### src/rtl/pred_sched_pkg.sv
// Shared widths and record types for the predicate register block port scheduler.
package pred_sched_pkg;
    localparam int NUM_LANES = 8;
    localparam int NUM_WARPS = 16;
    localparam int NUM_PREGS = 32;
    localparam int LANE_W    = NUM_LANES;
    localparam int WARP_W    = $clog2(NUM_WARPS);
    localparam int ADDR_W    = $clog2(NUM_PREGS);
    localparam int ID_W      = 3;

    typedef struct packed {
        logic [WARP_W-1:0] warp;
        logic [ADDR_W-1:0] addr;
        logic [LANE_W-1:0] mask;
    } rd_req_t;

    // One cycle of work presented to the block; v0/v1 mark a live read on each port.
    typedef struct packed {
        logic [WARP_W-1:0] warp;
        logic [LANE_W-1:0] we;
        logic [ADDR_W-1:0] waddr;
        logic [LANE_W-1:0] wdata;
        logic              v0;
        logic              v1;
        logic [LANE_W-1:0] re0;
        logic [LANE_W-1:0] re1;
        logic [ADDR_W-1:0] ra0;
        logic [ADDR_W-1:0] ra1;
        logic [ID_W-1:0]   id0;
        logic [ID_W-1:0]   id1;
    } issue_t;
endpackage

### src/rtl/pred_rr_pick.sv
// Round-robin picker: returns the first and second set bits of req (one-hot each),
// scanning upward from ptr with wrap-around.
module pred_rr_pick #(
    parameter int N     = 4,
    parameter int PTR_W = 2
) (
    input  logic [N-1:0]     req,
    input  logic [PTR_W-1:0] ptr,
    output logic [N-1:0]     first,
    output logic [N-1:0]     second
);
    logic [PTR_W-1:0] idx;

    always_comb begin
        first  = '0;
        second = '0;
        idx    = '0;
        for (int k = 0; k < N; k++) begin
            idx = PTR_W'((int'(ptr) + k) % N);
            if (req[idx]) begin
                if (first == '0)
                    first[idx] = 1'b1;
                else if (second == '0)
                    second[idx] = 1'b1;
            end
        end
    end
endmodule

### src/rtl/pred_port_scheduler.sv
// Shares the predicate register block (1 write, 2 read ports) between one writer and NUM_RD_REQ readers.
// Optional PRED_SCHED_FWD_EN: same-address read is granted with the write and sees the new lanes.
module pred_port_scheduler
    import pred_sched_pkg::*;
#(
    parameter int NUM_RD_REQ   = 4,
    parameter int STARVE_LIMIT = 7
) (
    input  logic                         clk,
    input  logic                         rst_n,
    input  logic                         wr_valid,
    output logic                         wr_ready,
    input  logic [WARP_W-1:0]            wr_warp,
    input  logic [ADDR_W-1:0]            wr_addr,
    input  logic [LANE_W-1:0]            wr_mask,
    input  logic [LANE_W-1:0]            wr_data,
    input  logic [NUM_RD_REQ-1:0]        rd_valid,
    output logic [NUM_RD_REQ-1:0]        rd_ready,
    input  logic [NUM_RD_REQ*WARP_W-1:0] rd_warp,
    input  logic [NUM_RD_REQ*ADDR_W-1:0] rd_addr,
    input  logic [NUM_RD_REQ*LANE_W-1:0] rd_mask,
    output logic [NUM_RD_REQ-1:0]        rsp_valid,
    output logic [NUM_RD_REQ*LANE_W-1:0] rsp_data,
    output logic [WARP_W-1:0]            pr_warp_selector,
    output logic [LANE_W-1:0]            pr_write_en,
    output logic [ADDR_W-1:0]            pr_waddr,
    output logic [LANE_W-1:0]            pr_wdata,
    output logic [LANE_W-1:0]            pr_read_en_0,
    output logic [LANE_W-1:0]            pr_read_en_1,
    output logic [ADDR_W-1:0]            pr_raddr_0,
    output logic [ADDR_W-1:0]            pr_raddr_1,
    input  logic [LANE_W-1:0]            pr_rdata_0,
    input  logic [LANE_W-1:0]            pr_rdata_1
);
    localparam int         N     = NUM_RD_REQ;
    localparam int         PTR_W = $clog2(N);
    localparam logic [3:0] LIMIT = 4'(STARVE_LIMIT);

    rd_req_t             req [N];
    issue_t              issue, issue_d;
    logic [PTR_W-1:0]    rr_ptr, rr_ptr_d;
    logic [3:0]          wait_cnt [N];
    logic [N-1:0]        starved, clash, elig, gnt_first, gnt_second, rd_grant;
    logic [N-1:0]        rsp_valid_d;
    logic [N*LANE_W-1:0] rsp_data_d;
    logic [PTR_W-1:0]    scan_idx, starve_idx, first_idx, gnt0_idx, gnt1_idx;
    logic                starve_any, rd_any, wr_grant;
    logic [WARP_W-1:0]   sel_warp;
    logic [LANE_W-1:0]   data0, data1;

    for (genvar g = 0; g < N; g++) begin : g_req
        assign req[g]     = {rd_warp[g*WARP_W +: WARP_W], rd_addr[g*ADDR_W +: ADDR_W],
                             rd_mask[g*LANE_W +: LANE_W]};
        assign starved[g] = rd_valid[g] && (wait_cnt[g] == LIMIT);
    end

    // First starved and first valid requester in round-robin order drive the warp choice.
    always_comb begin
        starve_any = 1'b0;
        starve_idx = '0;
        rd_any     = 1'b0;
        first_idx  = '0;
        scan_idx   = '0;
        for (int k = 0; k < N; k++) begin
            scan_idx = PTR_W'((int'(rr_ptr) + k) % N);
            if (starved[scan_idx] && !starve_any) begin
                starve_any = 1'b1;
                starve_idx = scan_idx;
            end
            if (rd_valid[scan_idx] && !rd_any) begin
                rd_any    = 1'b1;
                first_idx = scan_idx;
            end
        end
    end

    always_comb begin
        wr_grant = 1'b0;
        sel_warp = issue.warp;
        if (starve_any) begin
            sel_warp = req[starve_idx].warp;
            wr_grant = wr_valid && (wr_warp == sel_warp);
        end else if (wr_valid) begin
            sel_warp = wr_warp;
            wr_grant = 1'b1;
        end else if (rd_any) begin
            sel_warp = req[first_idx].warp;
        end
    end

    always_comb begin
        clash = '0;
        elig  = '0;
        for (int i = 0; i < N; i++) begin
`ifdef PRED_SCHED_FWD_EN
            clash[i] = 1'b0;
`else
            clash[i] = wr_grant && (req[i].addr == wr_addr);
`endif
            elig[i] = rd_valid[i] && (req[i].warp == sel_warp) && !clash[i];
        end
    end

    pred_rr_pick #(.N(N), .PTR_W(PTR_W)) u_pick (
        .req    (elig),
        .ptr    (rr_ptr),
        .first  (gnt_first),
        .second (gnt_second)
    );

    assign rd_grant = gnt_first | gnt_second;
    assign rd_ready = rst_n ? rd_grant : '0;
    assign wr_ready = rst_n && wr_grant;

    always_comb begin
        gnt0_idx = '0;
        gnt1_idx = '0;
        for (int i = 0; i < N; i++) begin
            if (gnt_first[i])  gnt0_idx = PTR_W'(i);
            if (gnt_second[i]) gnt1_idx = PTR_W'(i);
        end
        rr_ptr_d = rr_ptr;
        if (gnt_second != '0)
            rr_ptr_d = PTR_W'((int'(gnt1_idx) + 1) % N);
        else if (gnt_first != '0)
            rr_ptr_d = PTR_W'((int'(gnt0_idx) + 1) % N);
    end

    // Idle cycles keep the warp selector but clear every enable.
    always_comb begin
        issue_d      = '0;
        issue_d.warp = issue.warp;
        if (wr_grant || (rd_grant != '0))
            issue_d.warp = sel_warp;
        if (wr_grant) begin
            issue_d.we    = wr_mask;
            issue_d.waddr = wr_addr;
            issue_d.wdata = wr_data;
        end
        if (gnt_first != '0) begin
            issue_d.v0  = 1'b1;
            issue_d.re0 = req[gnt0_idx].mask;
            issue_d.ra0 = req[gnt0_idx].addr;
            issue_d.id0 = ID_W'(gnt0_idx);
        end
        if (gnt_second != '0) begin
            issue_d.v1  = 1'b1;
            issue_d.re1 = req[gnt1_idx].mask;
            issue_d.ra1 = req[gnt1_idx].addr;
            issue_d.id1 = ID_W'(gnt1_idx);
        end
    end

    assign pr_warp_selector = issue.warp;
    assign pr_write_en      = issue.we;
    assign pr_waddr         = issue.waddr;
    assign pr_wdata         = issue.wdata;
    assign pr_read_en_0     = issue.re0;
    assign pr_read_en_1     = issue.re1;
    assign pr_raddr_0       = issue.ra0;
    assign pr_raddr_1       = issue.ra1;

    // The block reads combinationally, so response data is captured at the end of the issue cycle.
    always_comb begin
        data0 = pr_rdata_0;
        data1 = pr_rdata_1;
`ifdef PRED_SCHED_FWD_EN
        if (issue.ra0 == issue.waddr)
            data0 = (issue.wdata & issue.we) | (pr_rdata_0 & ~issue.we);
        if (issue.ra1 == issue.waddr)
            data1 = (issue.wdata & issue.we) | (pr_rdata_1 & ~issue.we);
`else
        data0 = pr_rdata_0;
        data1 = pr_rdata_1;
`endif
        data0 = data0 & issue.re0;
        data1 = data1 & issue.re1;
        rsp_valid_d = '0;
        rsp_data_d  = '0;
        for (int i = 0; i < N; i++) begin
            if (issue.v0 && (issue.id0 == ID_W'(i))) begin
                rsp_valid_d[i]               = 1'b1;
                rsp_data_d[i*LANE_W +: LANE_W] = data0;
            end
            if (issue.v1 && (issue.id1 == ID_W'(i))) begin
                rsp_valid_d[i]               = 1'b1;
                rsp_data_d[i*LANE_W +: LANE_W] = data1;
            end
        end
    end

    always_ff @(posedge clk or negedge rst_n) begin
        if (!rst_n) begin
            issue     <= '0;
            rr_ptr    <= '0;
            rsp_valid <= '0;
            rsp_data  <= '0;
            for (int i = 0; i < N; i++)
                wait_cnt[i] <= '0;
        end else begin
            issue     <= issue_d;
            rr_ptr    <= rr_ptr_d;
            rsp_valid <= rsp_valid_d;
            rsp_data  <= rsp_data_d;
            for (int i = 0; i < N; i++) begin
                if (!rd_valid[i] || rd_grant[i])
                    wait_cnt[i] <= '0;
                else if (wait_cnt[i] != LIMIT)
                    wait_cnt[i] <= wait_cnt[i] + 4'd1;
            end
        end
    end
endmodule

### config.mk
export PLATFORM = sky130hd
export DESIGN_NAME = pred_port_scheduler
export DESIGN_NICKNAME = d
export VERILOG_FILES = /design/src/rtl/pred_sched_pkg.sv /design/src/rtl/pred_rr_pick.sv /design/src/rtl/pred_port_scheduler.sv
export SDC_FILE = /design/constraint.sdc
export NUM_CORES = 1
export LEC_CHECK = 0
export CORE_MARGIN = 2
export CORE_UTILIZATION = 40
export CTS_CLUSTER_DIAMETER = 120
export DETAILED_ROUTE_END_ITERATION = 8
export GPL_TIMING_DRIVEN = 0
export MAX_ROUTING_LAYER = met4
export PLACE_DENSITY = 0.69
export SLEW_MARGIN = 15
export SYNTH_ARGS = -nofsm -noshare
export SYNTH_HDL_FRONTEND = slang
export SYNTH_SLANG_ARGS = --single-unit
### constraint.sdc
create_clock -name clk -period 15.3 [get_ports clk]
set_clock_uncertainty 0.1 [all_clocks]
set_input_delay 3.06 -clock clk [delete_from_list [all_inputs] [get_ports clk]]
set_output_delay 3.06 -clock clk [all_outputs]
set_load 0.05 [all_outputs]
* Word level (Yosys, flattened, before mapping)
Cells that the tools add are included.
** Word-level totals
- Bits in writable memories :: 0
- Output and inout bits :: 92
- Register bits after elaboration :: 113
- Latch bits :: 0
- Memories :: 0
- Memory bits (read-only) :: 0
** Cells by class
- Muxes and demuxes :: 122
- $mul :: 0
- Shifts and indexed selects :: 0
- $add $sub $neg :: 9
- Bitwise operators :: 12
- Div/mod/pow operators :: 0
- Reductions and logical operators :: 70
- Equality and inequality tests :: 23
- Order comparisons :: 12
** Operators with widths (number)
- binary-select mux 17 bit (select 2 bit) :: 4
- two-way mux 4 bit :: 27
- two-way mux 8 bit :: 10
- two-way mux 17 bit :: 4
- two-way mux 13 bit :: 4
- two-way mux 1 bit :: 38
- logical AND 1 bit :: 36
- two-way mux 2 bit :: 16
- binary-select mux 1 bit (select 2 bit) :: 12
- OR 4 bit :: 6
- two-way mux 21 bit :: 1
- equality test 4 bit :: 5
- equality test 5 bit :: 4
- zero test 4 bit :: 5
- adder 4 x 1 -> 4 bit, second input constant :: 4
- AND 8 bit :: 2
- equality test 4 x 3 -> 1 bit, second input constant :: 4
- != test 4 x 3 -> 1 bit, second input constant :: 4
- zero test 1 bit :: 14
- equality test 3 x 2 -> 1 bit, second input constant :: 4
- greater-or-equal comparator 3 bit, second input constant :: 4
- less-than comparator 2 x 3 -> 1 bit, second input constant :: 4
- NOT 2 -> 3 bit :: 4
- nonzero test 4 bit :: 3
- other kinds (9) :: 29

* Logic depth before layout (Yosys ltp)
Gate-level depths: netlist (run 1).
- Depth in word-level cells :: 46
- Depth in mapped cells :: 26
- Mapped depth without buffers :: 20

* Cells and area by module
Synthesis (run 1) repeated with hierarchy kept, for this count alone.
** Second synthesis, totals
- Cells, all modules :: 731
- Area, all modules :: 6901.6 µm²
** Modules (own cells, without submodules)
- pred_port_scheduler :: cells an instance 675, times used 1, area an instance 6422.4 µm²
- pred_rr_pick :: cells an instance 56, times used 1, area an instance 479.2 µm²

* Worst setup path before layout (run 1)
OpenSTA, ideal clock, no wires.
- Path kind :: input port to output port
- From :: in rd_valid[3]
- To :: out rd_ready[1]
- Slack :: 3907 ps
- Arrival time :: 8233 ps
- Buffers on the path :: 3
- Cell stages on the path :: 17
- Required time :: 12140 ps
- Path through :: and4b_1 -> mux4_2 -> a211oi_2 -> o221ai_1 -> a32o_1 -> a21oi_1 -> xor2_1 -> o41ai_2 -> buf_4 -> nand4_2 -> and2_1 -> mux4_2 -> nand4bb_4 -> o22a_1 -> clkbuf_1 -> buf_1 -> a21boi_0
** On the way
- Longest elaborated chain between the ends :: 39
** Ends and longest elaborated chain
- from (decl) :: line pred_port_scheduler.sv:17 : input logic [NUM_RD_REQ-1:0] rd_valid,
- logical AND 1 bit :: line pred_port_scheduler.sv:54 : assign starved[g] = rd_valid[g] && (wait_cnt[g] == LIMIT);
- binary-select mux 1 bit (select 2 bit) :: line pred_port_scheduler.sv:66 : if (starved[scan_idx] && !starve_any) begin
- two-way mux 1 bit (not written as such) :: line pred_port_scheduler.sv:66
- two-way mux 1 bit :: line pred_port_scheduler.sv:66
- zero test 1 bit :: line pred_port_scheduler.sv:66
- logical AND 1 bit :: line pred_port_scheduler.sv:66
- two-way mux 1 bit :: line pred_port_scheduler.sv:66
- zero test 1 bit :: line pred_port_scheduler.sv:66
- (+23 left out)
- two-way mux 4 bit :: line pred_rr_pick.sv:21 : if (first == '0)
- two-way mux 4 bit :: line pred_rr_pick.sv:20 : if (req[idx]) begin
- zero test 4 bit / OR 4 bit (equally long branches)
- two-way mux 4 bit :: line pred_rr_pick.sv:23 : else if (second == '0)
- two-way mux 4 bit :: line pred_rr_pick.sv:21
- two-way mux 4 bit :: line pred_rr_pick.sv:20
- OR 4 bit * :: line pred_port_scheduler.sv:111 : assign rd_grant = gnt_first | gnt_second;
- two-way mux 4 bit * :: line pred_port_scheduler.sv:112 : assign rd_ready = rst_n ? rd_grant : '0;
- to (decl) :: line pred_port_scheduler.sv:18 : output logic [NUM_RD_REQ-1:0] rd_ready,
Mark *: on every way between the ends. The rest lies on a longest branch, timed or not. The select of a mux whose other input is x is not followed.

* Worst setup path in the final report (run 1)
- From :: in rd_valid[1]
- To :: out rd_ready[1]
The elaborated chain is that of the path after synthesis.

==> results.json, run 1 <==
{
  "finalWorstSetupSlack_ns": 2.12,
  "ys_types": 83,
  "core_mm2": 0.0173,
  "ant_nets": 0,
  "ir_worst_vdd_mv": 0.0706,
  "hold_depth": 1,
  "drt-total-wl_um": 22000,
  "fillers": 1589,
  "synthFlopType": "dfrtp_1",
  "worst_pin_slew_ns": 1.07,
  "final.setup.tns_ns": 0,
  "report.final.slew_viol_count": 0,
  "status": "complete, no violations",
  "synth-seq-area-share": 0.392,
  "synthArstFlopShare": 1.00,
  "drv_cap": 0,
  "cts.sinks": 111,
  "dp_slack_ns": 2.20,
  "place_area_mm2": 0.00943,
  "setup_viol": 0,
  "syn_area_per_cell_um2": 9.57,
  "path_max_fanout": 10,
  "syn_to_final_growth_pct": 37.3,
  "critPathCaptureType": "output port",
  "critPathBufInv": 5,
  "cts_max_path_buffers": 2,
  "rows": 48,
  "cts_inserted_buffers": 9,
  "clkLatencyLatePin_ns": 0.36,
  "crit_arrival_ns": 10.02,
  "layout_commonest_cell": "clkdlybuf4s50_1",
  "synth_area_mm2": 0.00709,
  "grt_pass1_wl_um": 33900,
  "r2r_cells": 23,
  "yosysWarnings": 0,
  "chipHeight_um": 137,
  "final_cell_mix": "clkdlybuf4s50_1 (201), dfrtp_1 (111), nand2_1 (73)",
  "die_w_um": 137,
  "gp_congestion": 0.902,
  "syn_nets": 865,
  "place.port_buffers": 202,
  "crit_type": "input port to output port",
  "fmax_mhz": 75.9,
  "synth_edf_count": 0,
  "io_pins": 208,
  "finish.instance_area_mm2": 0.00974,
  "start_kind": "input port",
  "first_pass_iters": 5,
  "cp_slowest_cell": "clkdlybuf4s50_1",
  "wl_per_cell_um": 18.5,
  "p_per_area_mw_per_mm2": 135,
  "die-area_mm2": 0.0188,
  "cts_root_buf": "clkbuf_16",
  "fin_nets": 1079,
  "syn_inst": 741,
  "place_hpwl_um": 17000,
  "via_per_inst": 5.55,
  "initial_core_util": 0.410,
  "crit_path_max_incr_delay_ns": 0.76,
  "cts_resized": 0,
  "htreeDepth": 3,
  "leakage_uw": 0.00408,
  "drc": 0,
  "post_cts_buffers": 0,
  "ys_ff_latch": 111,
  "grt_max_degree": 81,
  "path_clk_slew_ns": 0.08,
  "required_ns": 12.14,
  "whs_ns": 0.440,
  "cp.depth": 19,
  "rsz0062_at_grt": "no",
  "fin_crit_ns": 13.18,
  "drive_above_1_share": 0.131,
  "finalHoldViolCount": 0,
  "fin_crit_sh": 0.861,
  "drt_iter0_markers": 435,
  "hp-class": "register to register",
  "overflow": 0,
  "cts_tree": "done",
  "gr-usage-all-layers": 0.245,
  "grt_pass1_vias": 6157,
  "vias": 6593,
  "cts_hold_buf": 0,
  "p_total_uw": 1310,
  "maxSlewHeadroom": 0.284,
  "path_cells": "clkdlybuf4s50_1 > nand4b_1 > mux4_2 > a211oi_2 > o221ai_1 > a32o_1 > a21oi_1 > xor2_1 > o41ai_2 > buf_4 > nand4_2 > and2_1 > mux4_2 > a311oi_1 > o22a_1 > clkbuf_1 > buf_1 > a21boi_0 > clkdlybuf4s50_1",
  "path_delay_family": "buffers and inverters",
  "antenna_found_initial": 1
}
per-layer routing:
layer | GRT usage | vias up | share of wire
li1 | - | 3092 | -
met3 | 0.0419 | 32 | 0.056
met4 | 0.0871 | 0 | 0.025
met1 | 0.316 | 3224 | 0.43
met5 | - | - | 0
met2 | 0.389 | 245 | 0.49
cells in the mapped netlist, types with 3 or more instances:
cell	number	area share
a211oi_1	3	0.0032
a21oi_1	37	0.026
a222oi_1	3	0.0042
a22oi_1	23	0.024
a311o_1	3	0.0042
and2_1	29	0.026
and3_1	3	0.0026
and4_1	4	0.0049
and4b_1	4	0.0056
buf_1	7	0.0037
buf_2	8	0.0056
buf_4	52	0.055
clkbuf_1	22	0.012
dfrtp_1	111	0.39
ha_1	8	0.014
inv_1	17	0.0090
mux2_2	14	0.022
mux2i_1	19	0.027
mux4_2	9	0.029
nand2_1	73	0.039
nand2b_1	11	0.0097
nand3_1	18	0.013
nand3b_1	10	0.011
nand4_1	3	0.0026
nand4b_1	5	0.0062
nor2_1	43	0.023
nor2b_1	5	0.0044
nor3_1	11	0.0078
nor4_1	6	0.0053
o21ai_0	22	0.016
o221ai_1	14	0.017
o22ai_1	39	0.034
xnor2_1	24	0.030
xor2_1	19	0.023
flip-flops by register name, summed over array words and instances, names as in the netlist:
name	count
pr_write_en	8
pr_read_en_1	8
pr_read_en_0	8
rsp_data	32
pr_raddr_1	5
issue	6
rsp_valid	4
pr_waddr	5
pr_wdata	8
rr_ptr	2
wait_cnt	16
pr_raddr_0	5
pr_warp_selector	4
where the power goes:
part           internal, µW  switching (µW)
clock                   116             123
sequential              343            31.5
combinational           280             419
total                   739             574
cells by family after synthesis:
kind of cell / count (synthesis) / share of synthesized area
AND/OR/NAND/NOR: 236 / 0.176
AO/OA/AOI/OAI: 190 / 0.196
flip-flops: 111 / 0.392
buffers and inverters: 109 / 0.0877
multiplexers: 44 / 0.0818
XOR/XNOR: 43 / 0.0531
adder cells (fa/ha/maj): 8 / 0.0141
per-stage QoR:
| step | utilization | cells |
|---|---|---|
| floorplan | - | 741 |
| global route | 0.563 | 1186 |
| CTS | 0.562 | 1185 |
| detailed placement | 0.545 | 1169 |
| finish | 0.563 | 1187 |
| global placement | 0.543 | 1168 |
final cells by class:
cell class	count	area, µm²	share of cell area
multi-input cells	521	3700	0.380
flip-flops and latches	111	2780	0.285
repair buffers	203	2050	0.211
plain buffers	90	551	0.0565
well taps	225	282	0.0289
clock buffers	9	225	0.0231
clock inverters	7	75.1	0.00771
inverters	19	71.3	0.00732
diodes	2	5.00	0.000514
path summary, 6_finish.rpt:
path | start | to | slack, ns
max in group asynchronous | rst_n | wait_cnt[11] | 11.90
min | issue[4] | rsp_valid[1] | 0.44
max | rd_valid[1] | rd_ready[1] | 2.12
max reg2reg | rr_ptr[1] | pr_read_en_1[0] | 7.20
min reg2reg | issue[4] | rsp_valid[1] | 0.44
min in group asynchronous | rst_n | rsp_data[14] | 2.49
Note: power is estimated with default switching activity, not from simulation.
==> inputs of run 2 (changes only) <==
- PLACE_DENSITY: 0.69 -> 0.72
- clock period: 15.3 -> 10.6 ns (I/O delays scaled with it)
==> run 2 against run 1 <==
Effect of this change:
- non-clock buffer count fell by 1
- register-to-register slack got worse by 4.4 ns
- combinational power rose by 44%
- critical endpoint is now rd_ready[0]
==> results.json, run 2 (synthesis results as in run 1) <==
{
  "status": "complete, no violations",
  "crit_type": "input port to output port",
  "final_cell_mix": "clkdlybuf4s50_1 (197), dfrtp_1 (111), nand2_1 (73)",
  "path_max_fanout": 10,
  "critPathCaptureType": "output port",
  "cts_root_buf": "clkbuf_16",
  "fillers": 1526,
  "drc": 0,
  "p_total_uw": 1890,
  "crit_path_max_incr_delay_ns": 0.62,
  "fin_crit_ns": 10.37,
  "final.setup.tns_ns": 0,
  "largest_reg_flops": 32,
  "drive_above_1_share": 0.140,
  "worst_pin_slew_ns": 0.785,
  "hp-class": "register to register",
  "r2r-start": "rr_ptr[1]",
  "crit_top_cell": "a21oi_1",
  "core_mm2": 0.0173,
  "insertedDiodeCount": 0,
  "finalHoldViolCount": 0,
  "die_w_um": 137,
  "drt-total-wl_um": 22100,
  "setup_viol": 0,
  "ant_nets": 0,
  "grt_max_degree": 68,
  "wl_per_cell_um": 18.7,
  "hold_start": "issue[4]",
  "regMostFlops": "rsp_data",
  "via_per_inst": 5.56,
  "crit_arrival_ns": 8.15,
  "p_per_area_mw_per_mm2": 194,
  "place.port_buffers": 202,
  "gr-usage-all-layers": 0.243,
  "fmax_mhz": 96.4,
  "report.final.slew_viol_count": 0,
  "die-area_mm2": 0.0188,
  "clkLatencyLatePin_ns": 0.36,
  "ir_worst_vdd_mv": 0.153,
  "r2r_setup_slack_ns": 2.84,
  "reg_top3": "rsp_data x32, wait_cnt x16",
  "cts_hold_buf": 0,
  "start_kind": "input port",
  "rsz0062_at_grt": "no",
  "cts_tree": "done",
  "initial_core_util": 0.410,
  "cts.sinks": 111,
  "layout_commonest_cell": "clkdlybuf4s50_1",
  "rows": 48,
  "leakage_uw": 0.00408,
  "syn_to_final_growth_pct": 37.1,
  "r2r_cells": 25,
  "hold_depth": 1,
  "vias": 6577,
  "cts_max_path_buffers": 2,
  "htreeDepth": 3,
  "first_pass_iters": 5,
  "rr_endpoint": "pr_read_en_1[0]",
  "place_hpwl_um": 16900,
  "drt_iter0_markers": 638,
  "chipHeight_um": 137,
  "drv_cap": 0,
  "gp_congestion": 0.905,
  "grt_pass1_vias": 6107,
  "io_pins": 208,
  "fin_crit_sh": 0.979,
  "overflow": 0,
  "maxSlewHeadroom": 0.472,
  "cp_slowest_cell": "clkdlybuf4s50_1",
  "cts_inserted_buffers": 9,
  "required_ns": 8.38,
  "path_cells": "clkdlybuf4s50_1 > nand4b_1 > mux4_2 > a211oi_2 > o221ai_1 > a32o_1 > a21oi_1 > xor2_1 > o41ai_4 > buf_4 > nand4_2 > a21oi_1 > or3_4 > buf_6 > a221oi_1 > a211oi_1 > a222oi_1 > a21boi_0 > dlygate4sd2_1",
  "hold_end": "rsp_valid[1]",
  "path_clk_slew_ns": 0.08,
  "fin_nets": 1078,
  "antenna_found_initial": 0,
  "grt_pass1_wl_um": 33900
}
[run 2: worst max-delay path by stage]
stage / endpoint / start / cells past startpoint / slack (ns)
after floorplan: rd_ready[1] / rd_valid[3] / 17 / 1.09
after global placement: rd_ready[1] / rd_valid[1] / 19 / -0.50
after detailed placement: rd_ready[1] / rd_valid[1] / 19 / -0.47
after CTS: rd_ready[1] / rd_valid[1] / 19 / -0.008
after global routing: rd_ready[3] / rd_valid[1] / 21 / 0.05
final: rd_ready[0] / rd_valid[1] / 19 / 0.23
[run 2: where the power goes]
group / internal [µW] / leakage (µW) / total [µW] / switching [µW]
sequential: 496 / 0.00149 / 542 / 46.3
clock: 162 / 0.000130 / 332 / 170
combinational: 403 / 0.00247 / 1010 / 610
total: 1060 / 0.00408 / 1890 / 826
[run 2: what timing repair did]
action	CTS	global route
setup buffers	1	0
resized for setup	8	9
pin swaps	1	0
endpoints found under the setup margin	4	4
gates cloned	0	0
[run 2: layer usage]
| layer | part of all wire | vias up | GRT usage |
|---|---|---|---|
| li1 | - | 3080 | - |
| met1 | 0.42 | 3186 | 0.311 |
| met2 | 0.49 | 278 | 0.404 |
| met3 | 0.074 | 33 | 0.0444 |
| met4 | 0.017 | 0 | 0.0504 |
| met5 | 0 | - | - |
[run 2: cell type report]
class	count	area, µm²	area share
Inverter	19	71.3	0.00733
Sequential cell	111	2780	0.286
Clock inverter	6	52.6	0.00540
Multi-Input combinational cell	521	3720	0.383
Timing Repair Buffer	204	2050	0.211
Tap cell	225	282	0.0290
Clock buffer	9	225	0.0232
Buffer	88	546	0.0561
[run 2: critical path: cells and delay by family]
kind / cells / cell delay, ns
and+or+nand+nor: 3 / 0.67
buffers and inverters: 4 / 1.58
muxes: 1 / 0.59
xor gates and xnor gates: 1 / 0.12
AOI/OAI and AO/OA: 10 / 3.06
[run 2: through the flow]
step / utilization / hold slack, ns / instance area (µm²) / instances / worst slack, ns
after floorplan: - / 0.373 / 7090 / 741 / 1.09
after global placement: 0.543 / 0.401 / 9400 / 1168 / -0.503
after detailed placement: 0.545 / 0.416 / 9430 / 1169 / -0.473
after CTS: 0.561 / 0.429 / 9710 / 1185 / -0.00760
after global routing: 0.562 / 0.469 / 9720 / 1183 / 0.0455
final: 0.562 / 0.415 / 9720 / 1183 / 0.226
==> inputs of run 3 (changes only) <==
- SETUP_SLACK_MARGIN: default -> 0.3
- SLEW_MARGIN: 15 -> 20
==> run 3 against run 2 <==
Effect of this change:
- core utilization increased by 0.57 points
- via count up 0.21%
- clock-buffer cell count unchanged
- cell count rose by 0.85%
- fmax grew 2.7%
- worst hold slack improved by 0.0041 ns
- largest cell class unchanged
==> results.json, run 3 (synthesis results as in run 1) <==
{
  "path_max_fanout": 10,
  "leakage_uw": 0.00414,
  "largest_reg_flops": 32,
  "r2r_cells": 23,
  "final.setup.tns_ns": 0,
  "wl_per_cell_um": 18.6,
  "hold_start": "issue[4]",
  "maxSlewHeadroom": 0.488,
  "worst_pin_slew_ns": 0.762,
  "drv_cap": 0,
  "grt_pass1_vias": 6121,
  "gp_congestion": 0.905,
  "cts_tree": "done",
  "insertedDiodeCount": 0,
  "initial_core_util": 0.410,
  "cts_inserted_buffers": 9,
  "rr_endpoint": "pr_read_en_0[0]",
  "crit_type": "input port to output port",
  "finalHoldViolCount": 0,
  "htreeDepth": 3,
  "ir_worst_vdd_mv": 0.133,
  "hold_depth": 1,
  "status": "complete, no violations",
  "rsz0062_at_grt": "yes",
  "hold_end": "rsp_valid[1]",
  "vias": 6591,
  "p_per_area_mw_per_mm2": 192,
  "setup_viol": 0,
  "grt_pass1_wl_um": 34200,
  "cts.sinks": 111,
  "drive_above_1_share": 0.151,
  "io_pins": 208,
  "drt-total-wl_um": 22200,
  "place_area_mm2": 0.00943,
  "antenna_found_initial": 0,
  "dp_slack_ns": -0.489,
  "fin_util": 0.568,
  "regMostFlops": "rsp_data",
  "report.final.slew_viol_count": 0,
  "r2r_setup_slack_ns": 3.12,
  "final_cell_mix": "clkdlybuf4s50_1 (196), dfrtp_1 (111), nand2_1 (73)",
  "place_hpwl_um": 16900,
  "ant_nets": 0,
  "cts_hold_buf": 0,
  "path_clk_slew_ns": 0.08,
  "fin_nets": 1088,
  "place.port_buffers": 202,
  "rows": 48,
  "fmax_mhz": 99.0,
  "first_pass_iters": 7,
  "drc": 0,
  "gr-usage-all-layers": 0.244,
  "grt_max_degree": 68,
  "cts_root_buf": "clkbuf_16",
  "overflow": 0,
  "layout_commonest_cell": "clkdlybuf4s50_1",
  "core_mm2": 0.0173,
  "fillers": 1517,
  "die_w_um": 137,
  "drt_iter0_markers": 656,
  "syn_to_final_growth_pct": 38.5,
  "fin_crit_sh": 0.953,
  "crit_arrival_ns": 7.89,
  "chipHeight_um": 137,
  "clkLatencyLatePin_ns": 0.36,
  "start_kind": "input port",
  "reg_top3": "rsp_data x32, wait_cnt x16",
  "critPathCaptureType": "output port",
  "cts_max_path_buffers": 2,
  "finalWorstSetupSlack_ns": 0.494,
  "via_per_inst": 5.52,
  "finish.instance_area_mm2": 0.00982,
  "fin_crit_ns": 10.11,
  "r2r-start": "rr_ptr[1]",
  "hp-class": "register to register",
  "die-area_mm2": 0.0188,
  "required_ns": 8.38
}
## run 3: cell count changes in the layout (fill, tap and decap cells not counted), sizes merged
cell           previous run  this run
buf                      71        81
clkbuf                   31        30
clkdlybuf4s15             1         2
clkdlybuf4s50           197       196
dlymetal6s2s              0         1
## run 3: metal layers
layer | track usage | up-vias | routed length [µm]
met5 | - | - | 0
met4 | 0.0664 | 0 | 499
met3 | 0.0400 | 41 | 1720
met2 | 0.399 | 306 | 10900
met1 | 0.315 | 3145 | 9080
li1 | - | 3099 | -
## run 3: worst max-delay path by stage
| stage | startpoint | end | cells after the start |
|---|---|---|---|
| after floorplan | rd_valid[3] | rd_ready[1] | 17 |
| after global placement | rd_valid[1] | rd_ready[1] | 19 |
| after detailed placement | rd_valid[1] | rd_ready[1] | 19 |
| after CTS | rd_valid[1] | rd_ready[2] | 21 |
| after global routing | rd_valid[3] | rd_ready[3] | 20 |
| final | rd_valid[3] | rd_ready[3] | 20 |
## run 3: metrics by stage
stage	hold WS [ns]	power (µW)	std cells
2_1_floorplan	0.373	1240	741
3_3_place_gp	0.401	1540	1168
3_5_place_dp	0.416	1550	1169
4_1_cts	0.430	1880	1186
5_1_grt	0.468	1990	1193
6_report	0.419	1890	1193
## run 3: area by class of cell
cell class / count / area (µm²) / area share
Buffer: 90 / 559 / 0.0569
Clock buffer: 9 / 225 / 0.0229
Clock inverter: 6 / 52.6 / 0.00535
Inverter: 19 / 71.3 / 0.00726
Multi-Input combinational cell: 521 / 3740 / 0.380
Sequential cell: 111 / 2780 / 0.283
Tap cell: 225 / 282 / 0.0287
Timing Repair Buffer: 212 / 2120 / 0.216
## run 3: power breakdown
group	total (µW)	switching, µW	internal [µW]
Clock	331	168	162
Combinational	1010	607	407
Sequential	542	46.2	496
## run 3: critical path, cell delays in order
cell and delay (ns):
clkdlybuf4s50_1 0.53, and4b_1 0.34, mux4_2 0.53, a211oi_4 0.34, o221ai_1 0.23, a32o_1 0.31
a21oi_1 0.17, xor2_1 0.12, o41ai_4 0.46, buf_4 0.25, nand4_2 0.16, and2_1 0.22
mux4_2 0.53, xnor2_1 0.15, and2_1 0.19, a222oi_1 0.39, buf_4 0.21, nor2b_2 0.21
nor2b_1 0.07, clkdlybuf4s15_2 0.33
## run 3: timing repair
action | 4_1_cts | 5_1_grt
cloned | 0 | 0
pin swaps | 1 | 3
setup endpoints to repair | 4 | 4
resized for setup | 18 | 13
buffers inserted | 2 | 7
